`config.mk`:
```
export PLATFORM = sky130hd
export DESIGN_NAME = branch_resolver
export DESIGN_NICKNAME = d
export VERILOG_FILES = /design/src/rtl/branch_resolver_pkg.sv /design/src/rtl/branch_feedback_fifo.sv /design/src/rtl/branch_resolver.sv
export SDC_FILE = /design/constraint.sdc
export NUM_CORES = 1
export LEC_CHECK = 0
export CORE_MARGIN = 5
export CORE_UTILIZATION = 50
export DETAILED_ROUTE_END_ITERATION = 10
export PLACE_DENSITY = 0.87
export SLEW_MARGIN = 20
export SYNTH_ARGS = -nofsm -noshare
export SYNTH_HDL_FRONTEND = slang
export SYNTH_HIERARCHICAL = 1
export SYNTH_SLANG_ARGS = --single-unit
export TNS_END_PERCENT = 100
```
`constraint.sdc`:
```
create_clock -name clk -period 4.54 [get_ports clk]
set_input_delay 0.681 -clock clk [delete_from_list [all_inputs] [get_ports clk]]
set_output_delay 0.681 -clock clk [all_outputs]
set_load 0.05 [all_outputs]
```
`src/rtl/branch_resolver_pkg.sv`:
```
// Shared types for the commit-side branch resolver: address/index widths,
// flush FSM encodings and the predictor-feedback entry layout.
package branch_resolver_pkg;

  localparam int unsigned ADDR_W      = 32;
  localparam int unsigned PRED_IDX_LO = 2;
  localparam int unsigned PRED_IDX_W  = 8;
  localparam int unsigned STAT_W      = 32;

  typedef enum logic [1:0] {
    FLUSH_IDLE     = 2'd0,
    FLUSH_CLEAR    = 2'd1,
    FLUSH_REDIRECT = 2'd2
  } flush_state_e;

  typedef struct packed {
    logic [PRED_IDX_W-1:0] index;
    logic                  real_jump;
    logic [ADDR_W-1:0]     target;
  } fb_entry_t;

  // Predictor table index taken from the instruction PC.
  function automatic logic [PRED_IDX_W-1:0] pred_index(input logic [ADDR_W-1:0] pc);
    return pc[PRED_IDX_LO +: PRED_IDX_W];
  endfunction

endpackage

```
`src/rtl/branch_feedback_fifo.sv`:
```
// Circular queue of resolved branch outcomes waiting to train the predictor.
module branch_feedback_fifo
  import branch_resolver_pkg::*;
#(
  parameter int unsigned DEPTH = 4
) (
  input  logic      clk,
  input  logic      rst,
  input  logic      push,
  input  fb_entry_t push_data,
  input  logic      pop,
  output fb_entry_t head,
  output logic      full,
  output logic      empty
);

  localparam int unsigned PTR_W = (DEPTH > 1) ? $clog2(DEPTH) : 1;
  localparam int unsigned CNT_W = $clog2(DEPTH) + 1;

  fb_entry_t        mem [DEPTH];
  logic [PTR_W-1:0] wr_ptr;
  logic [PTR_W-1:0] rd_ptr;
  logic [CNT_W-1:0] count;
  logic             do_push;
  logic             do_pop;

  function automatic logic [PTR_W-1:0] ptr_inc(input logic [PTR_W-1:0] p);
    return (p == PTR_W'(DEPTH - 1)) ? '0 : p + PTR_W'(1);
  endfunction

  assign full    = (count == CNT_W'(DEPTH));
  assign empty   = (count == '0);
  assign do_push = push && !full;
  assign do_pop  = pop && !empty;
  assign head    = mem[rd_ptr];

  // Storage needs no reset: entries are only visible while counted.
  always_ff @(posedge clk) begin
    if (do_push) begin
      mem[wr_ptr] <= push_data;
    end
  end

  always_ff @(posedge clk) begin
    if (rst) begin
      wr_ptr <= '0;
      rd_ptr <= '0;
      count  <= '0;
    end else begin
      if (do_push) begin
        wr_ptr <= ptr_inc(wr_ptr);
      end
      if (do_pop) begin
        rd_ptr <= ptr_inc(rd_ptr);
      end
      if (do_push && !do_pop) begin
        count <= count + CNT_W'(1);
      end else if (do_pop && !do_push) begin
        count <= count - CNT_W'(1);
      end
    end
  end

endmodule

```
`src/rtl/branch_resolver.sv`:
```
// Commit-side branch resolution: mispredict detection, predictor training
// queue and IF flush/redirect sequencing. BRANCH_STAT_EN adds commit counters.
module branch_resolver
  import branch_resolver_pkg::*;
#(
  parameter int unsigned DEPTH = 4
) (
  input  logic                  clk,
  input  logic                  rst,
  input  logic                  rdy,
  input  logic                  commit_valid,
  output logic                  commit_stall,
  input  logic                  commit_is_cond,
  input  logic [ADDR_W-1:0]     commit_pc,
  input  logic                  commit_real_jump,
  input  logic [ADDR_W-1:0]     commit_target_pc,
  input  logic [ADDR_W-1:0]     commit_pred_next_pc,
  output logic                  rob_enable_predictor,
  input  logic                  pred_update_ready,
  output logic                  real_jump_or_not,
  output logic [PRED_IDX_W-1:0] instr_pc,
  output logic [ADDR_W-1:0]     jump_to_pc_from_rob,
  output logic                  clear_all,
`ifdef BRANCH_STAT_EN
  output logic [STAT_W-1:0]     stat_branches,
  output logic [STAT_W-1:0]     stat_mispredicts,
`endif
  output logic                  redirect_valid,
  output logic [ADDR_W-1:0]     redirect_pc,
  input  logic                  if_redirect_ack
);

  flush_state_e      state;
  flush_state_e      state_d;
  logic              clear_all_d;
  logic              redirect_valid_d;
  logic [ADDR_W-1:0] redirect_pc_d;
  logic [ADDR_W-1:0] real_next;
  logic              accept;
  logic              mispredict;
  logic              push;
  logic              pop;
  logic              q_full;
  logic              q_empty;
  fb_entry_t         push_data;
  fb_entry_t         head;

  assign commit_stall = (state != FLUSH_IDLE) || q_full;
  assign accept       = rdy && commit_valid && !commit_stall;
  assign real_next    = commit_real_jump ? commit_target_pc : commit_pc + ADDR_W'(4);
  assign mispredict   = (real_next != commit_pred_next_pc);

  // Only conditional branches train the direction predictor.
  assign push      = accept && commit_is_cond;
  assign pop       = rdy && !q_empty && pred_update_ready;
  assign push_data = '{index: pred_index(commit_pc), real_jump: commit_real_jump,
                       target: commit_target_pc};

  branch_feedback_fifo #(
    .DEPTH(DEPTH)
  ) u_fifo (
    .clk      (clk),
    .rst      (rst),
    .push     (push),
    .push_data(push_data),
    .pop      (pop),
    .head     (head),
    .full     (q_full),
    .empty    (q_empty)
  );

  // Update port shows zeros while there is nothing to train.
  assign rob_enable_predictor = !q_empty;
  assign real_jump_or_not     = !q_empty && head.real_jump;
  assign instr_pc             = q_empty ? '0 : head.index;
  assign jump_to_pc_from_rob  = q_empty ? '0 : head.target;

  always_comb begin
    state_d       = state;
    redirect_pc_d = redirect_pc;
    if (rdy) begin
      unique case (state)
        FLUSH_IDLE: begin
          if (accept && mispredict) begin
            state_d       = FLUSH_CLEAR;
            redirect_pc_d = real_next;
          end
        end
        FLUSH_CLEAR:    state_d = FLUSH_REDIRECT;
        FLUSH_REDIRECT: if (if_redirect_ack) state_d = FLUSH_IDLE;
        default:        state_d = FLUSH_IDLE;
      endcase
    end
    clear_all_d      = (state_d == FLUSH_CLEAR);
    redirect_valid_d = (state_d == FLUSH_REDIRECT);
  end

  always_ff @(posedge clk) begin
    if (rst) begin
      state          <= FLUSH_IDLE;
      clear_all      <= 1'b0;
      redirect_valid <= 1'b0;
      redirect_pc    <= '0;
    end else begin
      state          <= state_d;
      clear_all      <= clear_all_d;
      redirect_valid <= redirect_valid_d;
      redirect_pc    <= redirect_pc_d;
    end
  end

`ifdef BRANCH_STAT_EN
  // Saturating commit statistics.
  always_ff @(posedge clk) begin
    if (rst) begin
      stat_branches    <= '0;
      stat_mispredicts <= '0;
    end else if (accept) begin
      if (stat_branches != '1) begin
        stat_branches <= stat_branches + STAT_W'(1);
      end
      if (mispredict && (stat_mispredicts != '1)) begin
        stat_mispredicts <= stat_mispredicts + STAT_W'(1);
      end
    end
  end
`endif

endmodule

```
==> flow_summary.json <==
{
  "drc": 0,
  "clk_latency_ns": 0.50,
  "cts_buffer_depth": 3,
  "syn_area_um2": 10500,
  "ys_types": 77,
  "max_cap_violations": 0,
  "dp_hpwl_mm": 21.8,
  "io_pins": 181,
  "grt_usage_pct": 24.7,
  "cts_tree": "yes",
  "crit_path_max_incr_delay_ns": 0.69,
  "synth_nets": 921,
  "leakage_nw": 4.56,
  "period_share_pct": 86.5,
  "die-area_um2": 24000,
  "critPathCaptureType": "flip-flop",
  "synthArstFlopShare_pct": 0,
  "routed_via_density": 5.87,
  "grt_max_degree": 42,
  "ys_seq_area_share_pct": 55.6,
  "wl_per_cell_um": 23.3,
  "worstMarginPinSlew_ns": 0.697,
  "clock.fmax_ghz": 0.255,
  "initial_core_util_pct": 50.4,
  "first_pass_iters": 5,
  "regArea_um2": 5830,
  "arrival_ns": 4.31,
  "syn_inst": 809,
  "ys.flop_type": "edfxtp_1",
  "worstHoldPathType": "reg2reg",
  "finalCriticalPeriod_ns": 3.93,
  "rows": 53,
  "cts_setup_buffers": 0,
  "overflow": 0,
  "drtAntennaViolNets": 0,
  "ir_drop_mv": 0.227,
  "core_um2": 20800,
  "power.total_mw": 4.76,
  "fin_skew_ns": 0.0115,
  "hold_violations": 0,
  "area_delta_synth_final_pct": 27.0,
  "cts-root-buf": "clkbuf_16",
  "gp_congestion": 0.965,
  "synth.avg_cell_area_um2": 13.0,
  "power.density_nw_per_um2": 358,
  "cts_num_sinks": 209,
  "worstSetupPathType": "in2reg",
  "grt_pass1_vias": 7660,
  "clkTransAtPathRegs_ns": 0.06,
  "setup_viol": 0,
  "antenna_cells": 0,
  "fillers": 1571,
  "dieHeight_um": 155,
  "cts_hold_buf": 0,
  "cp.required_ns": 4.92,
  "hold_slack_ns": 0.467,
  "antenna_found_initial": 0,
  "crit_buf_inv": 1,
  "design_area_um2": 13300,
  "wl_mm": 30.0,
  "status": "finished clean",
  "drt-initial-drc-count": 593,
  "via_count": 7556,
  "dieWidth_um": 155,
  "nNetsFinal": 1110,
  "post_dp_cell_area_um2": 12600,
  "portBuffers": 180,
  "grt_pass1_wl_mm": 45.5,
  "critPathTopFamily": "simple AND/OR/NAND/NOR gates",
  "setup-tns-final_ns": 0,
  "synth-edff-count": 164,
  "cts_resized": 0,
  "cts_made_buffers": 22,
  "slowest_stage": "clkdlybuf4s50_1",
  "multi_input_area_um2": 4330,
  "h-tree-depth": 1,
  "layout-drive-gt1-share_pct": 15.5,
  "synth-seq-cells": 209,
  "rsz0062_at_grt": "false",
  "startpoint_type": "primary input",
  "slew_headroom_pct": 52.2,
  "drv_slew": 0,
  "crit_chain": "clkdlybuf4s50_1 -> nand4_1 -> or3_1 -> or3_1 -> nor3b_1 -> nor4_1 -> nand4_1 -> nand4b_4 -> nand2_4 -> mux2_2",
  "cp_max_fo": 23,
  "ys_warn_count": 6
}
worst paths after layout:
kind,cells past startpoint,slack (ns),to,start
max,10,0.61,redirect_pc[4],commit_pc[11]
min,2,0.47,redirect_pc[9],redirect_pc[9]
max reg2reg,14,1.06,u_fifo/count[2],u_fifo/count[0]
min reg2reg,2,0.47,redirect_pc[9],redirect_pc[9]
area by class of cell:
type | instances | share of cell area [%]
Inverter | 19 | 0.677
Timing Repair Buffer | 213 | 15.3
Tap cell | 275 | 2.58
Clock buffer | 26 | 4.41
Clock inverter | 13 | 0.714
Sequential cell | 209 | 43.8
Multi-Input combinational cell | 533 | 32.5
Yosys cell counts (all sizes together), types with 21 or more instances:
cell type  count  area share, %
edfxtp       164             47
nor2b         62            3.7
nand2         52            2.0
nor2          52            1.9
dfxtp         45            8.6
mux4          41            8.8
xor2          39            3.3
a21oi         36            1.7
clkbuf        31            1.1
xnor2         29            2.4
mux2          21            2.8
o21ai         21            1.0
stage by stage:
step | utilization [%] | cells | setup WS, ns
5_1_grt | 63.9 | 1288 | 0.382
4_1_cts | 63.9 | 1288 | 0.646
3_3_place_gp | 60.7 | 1249 | 0.214
2_1_floorplan | - | 809 | 0.633
3_5_place_dp | 60.7 | 1249 | 0.139
6_report | 63.9 | 1288 | 0.614
worst register-to-register path, cell delays in order (launching register included):
cell and delay (ns):
dfxtp_1 0.45, or3b_1 0.32, clkinv_4 0.09, or3_1 0.34, nor2_1 0.11, buf_4 0.24, and2_1 0.27, bufinv_8 0.22
nor2_2 0.13, ha_1 0.20, inv_1 0.07, fa_1 0.38, xor2_1 0.16, or3_1 0.30, a21oi_1 0.14
where the power goes:
group / switching (mW) / internal, mW
Sequential: 0.0262 / 2.11
Clock: 0.718 / 0.980
Combinational: 0.582 / 0.352
layout by cell type (no fill, tap or decap), types with 9 or more instances in the layout:
cell,instances
xnor2_1,29
edfxtp_1,164
nand3_1,16
nand2_1,50
a21oi_1,36
nor4_1,13
o21ai_0,20
clkdlybuf4s50_1,178
inv_1,16
nand4_1,16
xor2_1,39
mux4_2,41
mux2_4,14
nor3_1,9
mux2i_1,15
nor2_1,51
nor2b_1,62
dfxtp_1,43
or3_1,11
buf_4,33
clkbuf_16,23
layer usage:
layer  GRT usage [%]  share of wire (%)  up-vias
met5               0                  0        -
met4            5.55                2.1        0
met3            4.73                8.6       43
met2            40.4                 48      352
met1            34.6                 42     3734
li1                -                  -     3427
flip-flops by register name, indices dropped and copies added (netlist names), named ones only:
name	cells
u_fifo/rd_ptr	2
redirect_valid	1
clear_all	1
u_fifo/count	3
u_fifo/wr_ptr	2
state	2
redirect_pc	32
u_fifo/mem	164
cell families after synthesis:
kind of cell,after synthesis,synth area share [%]
AO/OA/AOI/OAI,109,7.06
AND/OR/NAND/NOR,271,14.4
buffers and inverters,67,3.23
XOR/XNOR,68,5.68
flip-flops,209,55.6
multiplexers,77,13.0
adder cells (fa/ha/maj),8,1.03
Note: power is estimated with default switching activity, not from simulation.
